--- config.mk ---
export PLATFORM = sky130hd
export DESIGN_NAME = boot_rom_flat
export DESIGN_NICKNAME = d
export VERILOG_FILES = /design/src/rtl/boot_rom_pkg.sv /design/src/rtl/boot_rom_if.sv /design/src/rtl/boot_rom.sv /design/src/flat_wrapper.sv
export SDC_FILE = /design/constraint.sdc
export NUM_CORES = 1
export LEC_CHECK = 0
export ABC_AREA = 1
export CAP_MARGIN = 0
export CELL_PAD_IN_SITES_DETAIL_PLACEMENT = 1
export CELL_PAD_IN_SITES_GLOBAL_PLACEMENT = 2
export CORE_MARGIN = 2
export CORE_UTILIZATION = 25
export DETAILED_ROUTE_END_ITERATION = 12
export PLACE_DENSITY_LB_ADDON = 0.1
export SYNTH_ARGS = -nofsm -noshare
export SYNTH_HDL_FRONTEND = slang
export SYNTH_SLANG_ARGS = --single-unit
--- constraint.sdc ---
create_clock -name clk -period 2.66 [get_ports clk]
set_input_delay 0.266 -clock clk [delete_from_list [all_inputs] [get_ports clk]]
set_output_delay 0.266 -clock clk [all_outputs]
set_load 0.03 [all_outputs]
--- src/rtl/boot_rom_pkg.sv ---
// Shared definitions for the boot ROM TileLink-UL responder and its checker benches.
// Latency: n/a (constants and types only).
// Backpressure: n/a.
package boot_rom_pkg;

  // TileLink A/D opcodes used by the ROM
  localparam logic [2:0] GET             = 3'd4;
  localparam logic [2:0] PUT_FULL        = 3'd0;
  localparam logic [2:0] PUT_PARTIAL     = 3'd1;
  localparam logic [2:0] ACCESS_ACK      = 3'd0;
  localparam logic [2:0] ACCESS_ACK_DATA = 3'd1;

  typedef enum logic [0:0] {
    IDLE = 1'b0,
    RESP = 1'b1
  } state_e;

  // Boot stub image, word 0 sits at the ROM base address
  localparam logic [63:0] BOOT_IMAGE [8] = '{
    64'h0202_8593_0000_0297,
    64'h0182_b283_f140_2573,
    64'h0000_0013_0002_8067,
    64'hffdf_f06f_1050_0073,
    64'h0000_0000_0000_1000,
    64'hcafe_f00d_dead_beef,
    64'h0123_4567_89ab_cdef,
    64'hfedc_ba98_7654_3210
  };

endpackage

--- src/rtl/boot_rom_if.sv ---
// TileLink-UL A/D channel bundle between a fetch/load master and the boot ROM.
// Latency: n/a (wires only).
// Backpressure: valid/ready on both channels; master drives A and d_ready, slave drives D and a_ready.
interface boot_rom_if #(
  parameter int SRC_W = 4
);

  logic              a_valid;
  logic              a_ready;
  logic [2:0]        a_opcode;
  logic [2:0]        a_size;
  logic [SRC_W-1:0]  a_source;
  logic [63:0]       a_address;

  logic              d_valid;
  logic              d_ready;
  logic [2:0]        d_opcode;
  logic [2:0]        d_size;
  logic [SRC_W-1:0]  d_source;
  logic              d_denied;
  logic [63:0]       d_data;

  modport master (
    output a_valid, a_opcode, a_size, a_source, a_address, d_ready,
    input  a_ready, d_valid, d_opcode, d_size, d_source, d_denied, d_data
  );

  modport slave (
    input  a_valid, a_opcode, a_size, a_source, a_address, d_ready,
    output a_ready, d_valid, d_opcode, d_size, d_source, d_denied, d_data
  );

endinterface

--- src/rtl/boot_rom.sv ---
// Read-only TileLink-UL responder serving the 8x64-bit boot image; illegal requests get denied acks.
// Latency: A handshake in cycle N gives first D beat in N+1; bursts stream one beat per cycle.
// Backpressure: d_ready low holds the current beat; a_ready only while idle or on the accepted last beat.
// Ports: clk, rst_n (async active-low), bus (boot_rom_if slave: A request in, D response out).
module boot_rom
  import boot_rom_pkg::*;
#(
  parameter logic [63:0] BASE_ADDR = 64'h0000_1000,
  parameter int unsigned DEPTH     = 8
) (
  input  logic     clk,
  input  logic     rst_n,
  boot_rom_if.slave bus
);

  state_e      state;
  logic [3:0]  beat_cnt;
  logic [3:0]  last_cnt;
  logic [2:0]  word_idx;

  logic [63:0] addr_off;
  logic [63:0] word_off;
  logic [63:0] align_mask;
  logic [3:0]  req_beats;
  logic        req_get;
  logic        req_denied;
  logic        last_beat;
  logic        a_fire;
  logic        d_fire;

  // Request decode on the A channel
  always_comb begin
    req_get    = (bus.a_opcode == GET);
    addr_off   = bus.a_address - BASE_ADDR;
    word_off   = addr_off >> 3;
    align_mask = (64'd1 << bus.a_size) - 64'd1;

    // Writes and unknown opcodes are answered with a single ack beat
    if (!req_get || bus.a_size <= 3'd3 || bus.a_size > 3'd6)
      req_beats = 4'd1;
    else
      req_beats = 4'd1 << (bus.a_size - 3'd3);

    // Address below base wraps addr_off high, so the range test also catches it;
    // the explicit compare keeps the intent readable.
    req_denied = !req_get
              || (bus.a_address < BASE_ADDR)
              || (bus.a_size > 3'd6)
              || ((bus.a_address & align_mask) != 64'd0)
              || ((word_off + 64'(req_beats)) > 64'(DEPTH));
  end

  assign last_beat   = (beat_cnt == last_cnt);
  assign bus.d_valid = (state == RESP);
  // Accept a new request on the cycle the last beat drains, giving gap-free bursts
  assign bus.a_ready = rst_n & ((state == IDLE) | (last_beat & bus.d_ready));
  assign a_fire      = bus.a_valid & bus.a_ready;
  assign d_fire      = bus.d_valid & bus.d_ready;

  // Denied responses and acks for writes carry zero data
  assign bus.d_data = (bus.d_valid && !bus.d_denied) ? BOOT_IMAGE[word_idx + beat_cnt[2:0]] : 64'd0;

  always_ff @(posedge clk or negedge rst_n) begin
    if (!rst_n) begin
      state        <= IDLE;
      beat_cnt     <= 4'd0;
      last_cnt     <= 4'd0;
      word_idx     <= 3'd0;
      bus.d_opcode <= 3'd0;
      bus.d_size   <= 3'd0;
      bus.d_source <= '0;
      bus.d_denied <= 1'b0;
    end else if (a_fire) begin
      state        <= RESP;
      beat_cnt     <= 4'd0;
      last_cnt     <= req_beats - 4'd1;
      word_idx     <= word_off[2:0];
      bus.d_opcode <= req_get ? ACCESS_ACK_DATA : ACCESS_ACK;
      bus.d_size   <= bus.a_size;
      bus.d_source <= bus.a_source;
      bus.d_denied <= req_denied;
    end else if (d_fire) begin
      if (last_beat)
        state <= IDLE;
      else
        beat_cnt <= beat_cnt + 4'd1;
    end
  end

endmodule

--- src/flat_wrapper.sv ---
// flat-port wrapper written by rule: the top's interface ports become plain ports
module boot_rom_flat import boot_rom_pkg::*;
#(
  parameter logic [63:0] BASE_ADDR = 64'h0000_1000,
  parameter int unsigned DEPTH     = 8
)
  (clk, rst_n, bus_a_valid, bus_a_opcode, bus_a_size, bus_a_source, bus_a_address, bus_d_ready, bus_a_ready, bus_d_valid, bus_d_opcode, bus_d_size, bus_d_source, bus_d_denied, bus_d_data);
  boot_rom_if #(.SRC_W(4)) bus_i ();
  input  logic clk;
  input  logic rst_n;
  input wire logic [$bits(bus_i.a_valid)-1:0] bus_a_valid;
  input wire logic [$bits(bus_i.a_opcode)-1:0] bus_a_opcode;
  input wire logic [$bits(bus_i.a_size)-1:0] bus_a_size;
  input wire logic [$bits(bus_i.a_source)-1:0] bus_a_source;
  input wire logic [$bits(bus_i.a_address)-1:0] bus_a_address;
  input wire logic [$bits(bus_i.d_ready)-1:0] bus_d_ready;
  output wire logic [$bits(bus_i.a_ready)-1:0] bus_a_ready;
  output wire logic [$bits(bus_i.d_valid)-1:0] bus_d_valid;
  output wire logic [$bits(bus_i.d_opcode)-1:0] bus_d_opcode;
  output wire logic [$bits(bus_i.d_size)-1:0] bus_d_size;
  output wire logic [$bits(bus_i.d_source)-1:0] bus_d_source;
  output wire logic [$bits(bus_i.d_denied)-1:0] bus_d_denied;
  output wire logic [$bits(bus_i.d_data)-1:0] bus_d_data;
  assign bus_i.a_valid = bus_a_valid;
  assign bus_i.a_opcode = bus_a_opcode;
  assign bus_i.a_size = bus_a_size;
  assign bus_i.a_source = bus_a_source;
  assign bus_i.a_address = bus_a_address;
  assign bus_i.d_ready = bus_d_ready;
  assign bus_a_ready = bus_i.a_ready;
  assign bus_d_valid = bus_i.d_valid;
  assign bus_d_opcode = bus_i.d_opcode;
  assign bus_d_size = bus_i.d_size;
  assign bus_d_source = bus_i.d_source;
  assign bus_d_denied = bus_i.d_denied;
  assign bus_d_data = bus_i.d_data;
  boot_rom #(.BASE_ADDR(BASE_ADDR), .DEPTH(DEPTH)) u_core (.clk(clk), .rst_n(rst_n), .bus(bus_i));
endmodule
After elaboration in Yosys (flattened, before gate mapping)
Memories as Yosys holds them, arrays and structs flattened.
Index checks and enable logic that the tools add are counted.
Storage, ports and cells
  register bits after elaboration: 23
  memory bits (read-only): 512
  input bits: 78
  output and inout bits: 77
  logic and storage cells: 59
  memories kept: 1
Operators by class
  add/sub/neg operators: 7
  $lt $le $gt $ge: 5
  eq/ne operators: 3
  shift-type cells: 2
  muxes and demuxes: 11
  bitwise logic cells: 8
  reduce and logical (&&, ||, !) cells: 14
Memories
  (no name shown): words 8, bits a word 64, rd ports 1, clocked after memory_dff 0, wr ports 0, line boot_rom.sv:61  | assign bus.d_data = (bus.d_valid && !bus.d_denied) ? BOOT_IMAGE[word_idx + beat_cnt[2:0]] : 64'd0;
Operators with widths (number)
  2-to-1 mux 64 bit: 3
  AND 64 bit: 1
  greater-than comparator 64 x 4 -> 1 bit (second input constant): 1
  less-than comparator 64 x 13 -> 1 bit (second input constant): 1
  nonzero test 64 bit: 1
  << shifter 1 x 3 -> 64 bit (first input constant): 1
  subtractor 64 x 1 -> 64 bit (second input constant): 1
  subtractor 64 x 13 -> 64 bit (second input constant): 1
  adder 61 x 4 -> 62 bit: 1
  2-to-1 mux 4 bit: 4
  logical OR 1 bit: 6
  adder 4 x 1 -> 4 bit (second input constant): 1
  AND 1 bit: 4
  == test 4 bit: 1
  >= comparator 4 bit (second input constant): 1
  2-to-1 mux 1 bit: 4
  NOT 3 -> 4 bit: 1
  AND reduction 2 bit: 2
  nonzero test 2 bit: 2
  << shifter 1 x 3 -> 4 bit (first input constant): 1
  subtractor 4 x 1 -> 4 bit (second input constant): 1
  adder 3 bit: 1
  == test 3 bit (second input constant): 1
  greater-than comparator 3 bit (second input constant): 1
  7 further kinds: 8

Logic depth before layout (Yosys ltp)
  word-level depth: 8
  mapped depth: 32
  gate-level depth less buffers: 32

Worst setup path before layout
No wires, ideal clock.
  path kind: in2reg
  start point: in bus_a_size[2]
  end point: reg u_core.bus.d_denied
  setup time: 113 ps
  arrival: 3434 ps
  data required time: 2547 ps
  setup slack: -886 ps
  stages: 28
  path buffers: 0
  cells stage by stage: clkinv_1 -> ha_1 -> nor2_1 -> nand3_1 -> nor2_1 -> inv_1 -> nor2_1 -> inv_1 -> fa_1 -> nand3b_1 -> nand2_1 -> nand3_1 -> nor2_1 -> nand2_1 -> nor2_4 -> nand2_2 -> nor2_2 -> nand3_1 -> nor2_2 -> nand2_1 -> nand2_1 -> nand2_1 -> nor2_1 -> nand2_1 -> nor2_1 -> nand3_1 -> nand2_1 -> inv_1
Between the ends
  word-level cells in the longest chain between the ends: 7
  elaborated cells on any way between the ends: 16
  classes of those cells: 3 x add/sub; 3 x order compare; 2 x shift; 1 x mux; 1 x bitwise; 6 x reduce/logical
RTL lines
  start: declaration: line flat_wrapper.sv:13  | input wire logic [$bits(bus_i.a_size)-1:0] bus_a_size;
  less-or-equal comparator 3 x 2 -> 1 bit: line boot_rom.sv:39  | if (!req_get || bus.a_size <= 3'd3 || bus.a_size > 3'd6)
  logical OR 1 bit (2 in a row): line boot_rom.sv:39
  2-to-1 mux 4 bit: line boot_rom.sv:39
  adder 61 x 4 -> 62 bit: line boot_rom.sv:50  | || ((word_off + 64'(req_beats)) > 64'(DEPTH));
  greater-than comparator 64 x 4 -> 1 bit: line boot_rom.sv:50
  logical OR 1 bit *: line boot_rom.sv:50
  end signal: assignment: line boot_rom.sv:81  | bus.d_denied <= req_denied;
  end: declaration: line boot_rom_if.sv:30  | output a_ready, d_valid, d_opcode, d_size, d_source, d_denied, d_data
Every way passes the cells marked *; elsewhere a longest branch is shown, timed or not.
A chain may end at the register's enable or synchronous reset.

Worst setup path after layout
  start point: in bus_a_size[0]
  end point: reg u_core.bus.d_denied
Same word-level chain as after synthesis.

==> summary.md <==
| Metric | Value |
|---|---|
| CTS tree | done |
| Number of vias in the routed layout | about 11000 |
| Failing checks | negative setup slack |
| Die height | roughly 170 um |
| Largest net degree at the start of global routing | 22 |
| Core area | approximately 27000 um^2 |
| Routed Antenna Nets | 0 |
| Top cells by area, synth | nand2_1 30%, nor2_1 14%, nand3_1 9.7% |
| Initial Util | 0.256 |
| Die Span X | around 170 um |
| Sequential cell area fraction in the yosys report | 0.0757 |
| Setup Viol. Count Final | 1 |
| Clk slew on worst S/H paths | roughly 0.06 ns |
| Nets | between 2000 and 2500 |
| Final min period | about 3.4 ns |
| Status | complete, but fails checks |
| CP Capture Type | register |
| Vias in the first global route | about 11000 |
| Final setup TNS | -0.779 ns |
| Leakage | between 6 and 7 nW |
| CP arrival | 3.59 ns |
| Ports | roughly 160 |
| Routed len/inst | approximately 16 um |
| Longest Clk Path Bufs | 2 |
| Antenna violations before repair | 1 |
| Clock root buffer | clkbuf_16 |
| WP data required | ~2.8 ns |
| All-Layer GR Usage | 0.256 |
| Cell Area, Placed | around 11000 um^2 |
| Crit path max-delay cell type | fa_2 |
| Layout cells sized above 1 | 0.337 |
| Tcrit/Tclk final | 1.29 |
| Hold buffer count at CTS | 0 |
| Synth Instances | about 1400 |
| Via density | between 4 and 5 |
| Hold_ws | around 0.41 ns |
| Avg Cell Area, Syn | slightly below 5 um^2 |
| Placed insts | about 2300 |
| DR iter-0 viols | between 300 and 400 |
| Inserted Clock Buffers | 3 |
| Post-DP HPWL | around 34 mm |
| Yosys top cell area share | 0.299 |
| Die area | around 29000 um^2 |
| CP Max Fanout | 5 |
| Worst Hold Class | input pin to async pin |
| CP peak stage delay | ~0.33 ns |
| Crit-path most repeated cell | nor2_4 |
| Pwr/cell area | ~290 nW/um^2 |
| Max cap viols | 0 |
| Max IR drop VDD | between 0.2 and 0.3 mV |
| Peak Freq | a little under 0.3 GHz |
| Global route overflow | 0 |
| Post-route cell area | 12100 um^2 |
| RSZ-0062 raised after global routing | true |
| DRT Pass-1 Iters | 5 |
| N_diodes | 0 |
| Routability cong. | a little over 0.9 |
| Worst-Skew Late Latency | 0.25 ns |
| Synth unique cells | 37 |
| Synth Register Bits | 21 |
| Yosys warnings | 0 |
| Drc violations | 0 |
| Cell type with the highest aggregate area in the netlist | nand2_1 |
| First-pass GRT wire length | 57.7 mm |
| Final setup margin | -0.779 ns |
| Final Hold Fails | 0 |
| Buffers on Ports | 152 |
| # H-tree levels | 1 |
| Critical path type | input pin to register |
| Rows | 60 |
| Area grow syn2layout | 73.9% |
| Fin cells | ~2300 |
| Final Max Tran Viols | 0 |
| Mapped cell area | approximately 6900 um^2 |
| Clock sink total | 21 |
| Layout Skew | roughly 0.0038 ns |
| Routed wire length | 37.6 mm |
| CP Launch Type | input pin |
| Worst reg-to-reg path cell count | 21 |
## area by class of cell
class	instances	area, um^2
clock buffers	3	75.1
inverters	163	619
well taps	372	465
flip-flops and latches	21	526
multi-input cells	1184	5890
repair buffers	555	4490
fillers	3792	15000
clock inverters	1	5.00
## Yosys cell counts, drive strengths merged
master,number
nand2,582
nor2,317
inv,158
nand3,141
buf,38
o21ai,32
nand4,30
dfrtp,21
ha,18
nor3,13
a21oi,12
nand3b,11
xor2,7
clkinv,5
clkbuf,3
o211ai,3
and2,2
fa,2
nor3b,2
o21bai,2
or2,2
xnor2,2
a211oi,1
a21o,1
a22oi,1
conb,1
o21a,1
## cell families after synthesis
kind of cell | synth area share
AOI/OAI and AO/OA | 0.0420
xor gates and xnor gates | 0.0114
adders and majority gates | 0.0382
buffers and inverters | 0.133
DFF | 0.0757
other | 0.000540
and+or+nand+nor | 0.700
## state kept, by name, indices dropped and copies added (netlist names)
signal	count
u_core.beat_cnt	4
u_core.word_idx	3
u_core.bus.d_size	3
u_core.bus.d_source	4
u_core.bus.d_opcode	1
u_core.last_cnt	4
u_core.bus.d_valid	1
u_core.bus.d_denied	1
## path summary, 6_finish.rpt
kind | start | endpoint | slack (ns)
worst max-delay path | bus_a_size[0] | u_core.bus.d_denied$_DFFE_PN0P_ | -0.78
worst min-delay path | rst_n | u_core.bus.d_size[0]$_DFFE_PN0P_ | 0.41
worst max register to register | u_core.beat_cnt[1]$_DFFE_PN0P_ | u_core.bus.d_denied$_DFFE_PN0P_ | 0.23
worst min register to register | u_core.bus.d_source[1]$_DFFE_PN0P_ | u_core.bus.d_source[1]$_DFFE_PN0P_ | 0.47
max in group asynchronous | rst_n | u_core.beat_cnt[0]$_DFFE_PN0P_ | 2.01
min in group clk | u_core.bus.d_source[1]$_DFFE_PN0P_ | u_core.bus.d_source[1]$_DFFE_PN0P_ | 0.47
## layer usage
layer	track usage	wire length, um	vias up
met5	0	8	-
met4	0.0476	792	2
met3	0.0204	1430	39
met2	0.482	18500	217
met1	0.319	16900	4855
li1	-	-	5389
## report_power, final
part,switching [mW],internal [mW]
sequential,0.0749,0.422
clock,0.123,0.202
combinational,1.50,1.23
total,1.70,1.85
## critical path, delay by kind of cell
family / cells / cell delay [ns]
adders and majority gates: 2 / 0.49
buffers and inverters: 6 / 0.41
and+or+nand+nor: 21 / 2.40
## stage by stage
stage	total power, mW	util	setup slack, ns
2_1_floorplan	1.58	-	-0.638
3_3_place_gp	2.74	0.423	-1.48
3_5_place_dp	2.80	0.423	-1.65
4_1_cts	3.23	0.435	-0.728
5_1_grt	3.84	0.445	-1.01
6_report	3.55	0.445	-0.779
## repair_timing
action	4_1_cts	5_1_grt
gates resized for setup	92	78
endpoints found under the setup margin	44	46
setup buffers	10	11
pin swaps	29	37
## cells in the final DEF, fill, tap and decap left out, types with 4 or more instances in the layout
master / synthesis / layout
nand2_1: 552 / 536
dfrtp_1: 21 / 21
o21ai_1: 6 / 10
xor2_1: 7 / 7
nand3_2: 7 / 9
inv_1: 149 / 143
nand3_4: 0 / 4
nand3_1: 134 / 128
a21oi_2: 0 / 4
nand4_1: 30 / 30
nand3b_1: 11 / 11
ha_1: 18 / 13
nor2_4: 23 / 43
buf_6: 3 / 20
nand2_2: 25 / 36
o21ai_0: 25 / 21
inv_2: 9 / 15
buf_4: 35 / 433
nor3_1: 13 / 10
a21oi_1: 12 / 7
buf_2: 0 / 6
nand2_4: 5 / 10
nor2_2: 30 / 40
clkdlybuf4s50_1: 0 / 85
nor2_1: 263 / 233
No activity file was read; power rests on OpenSTA's default activity.
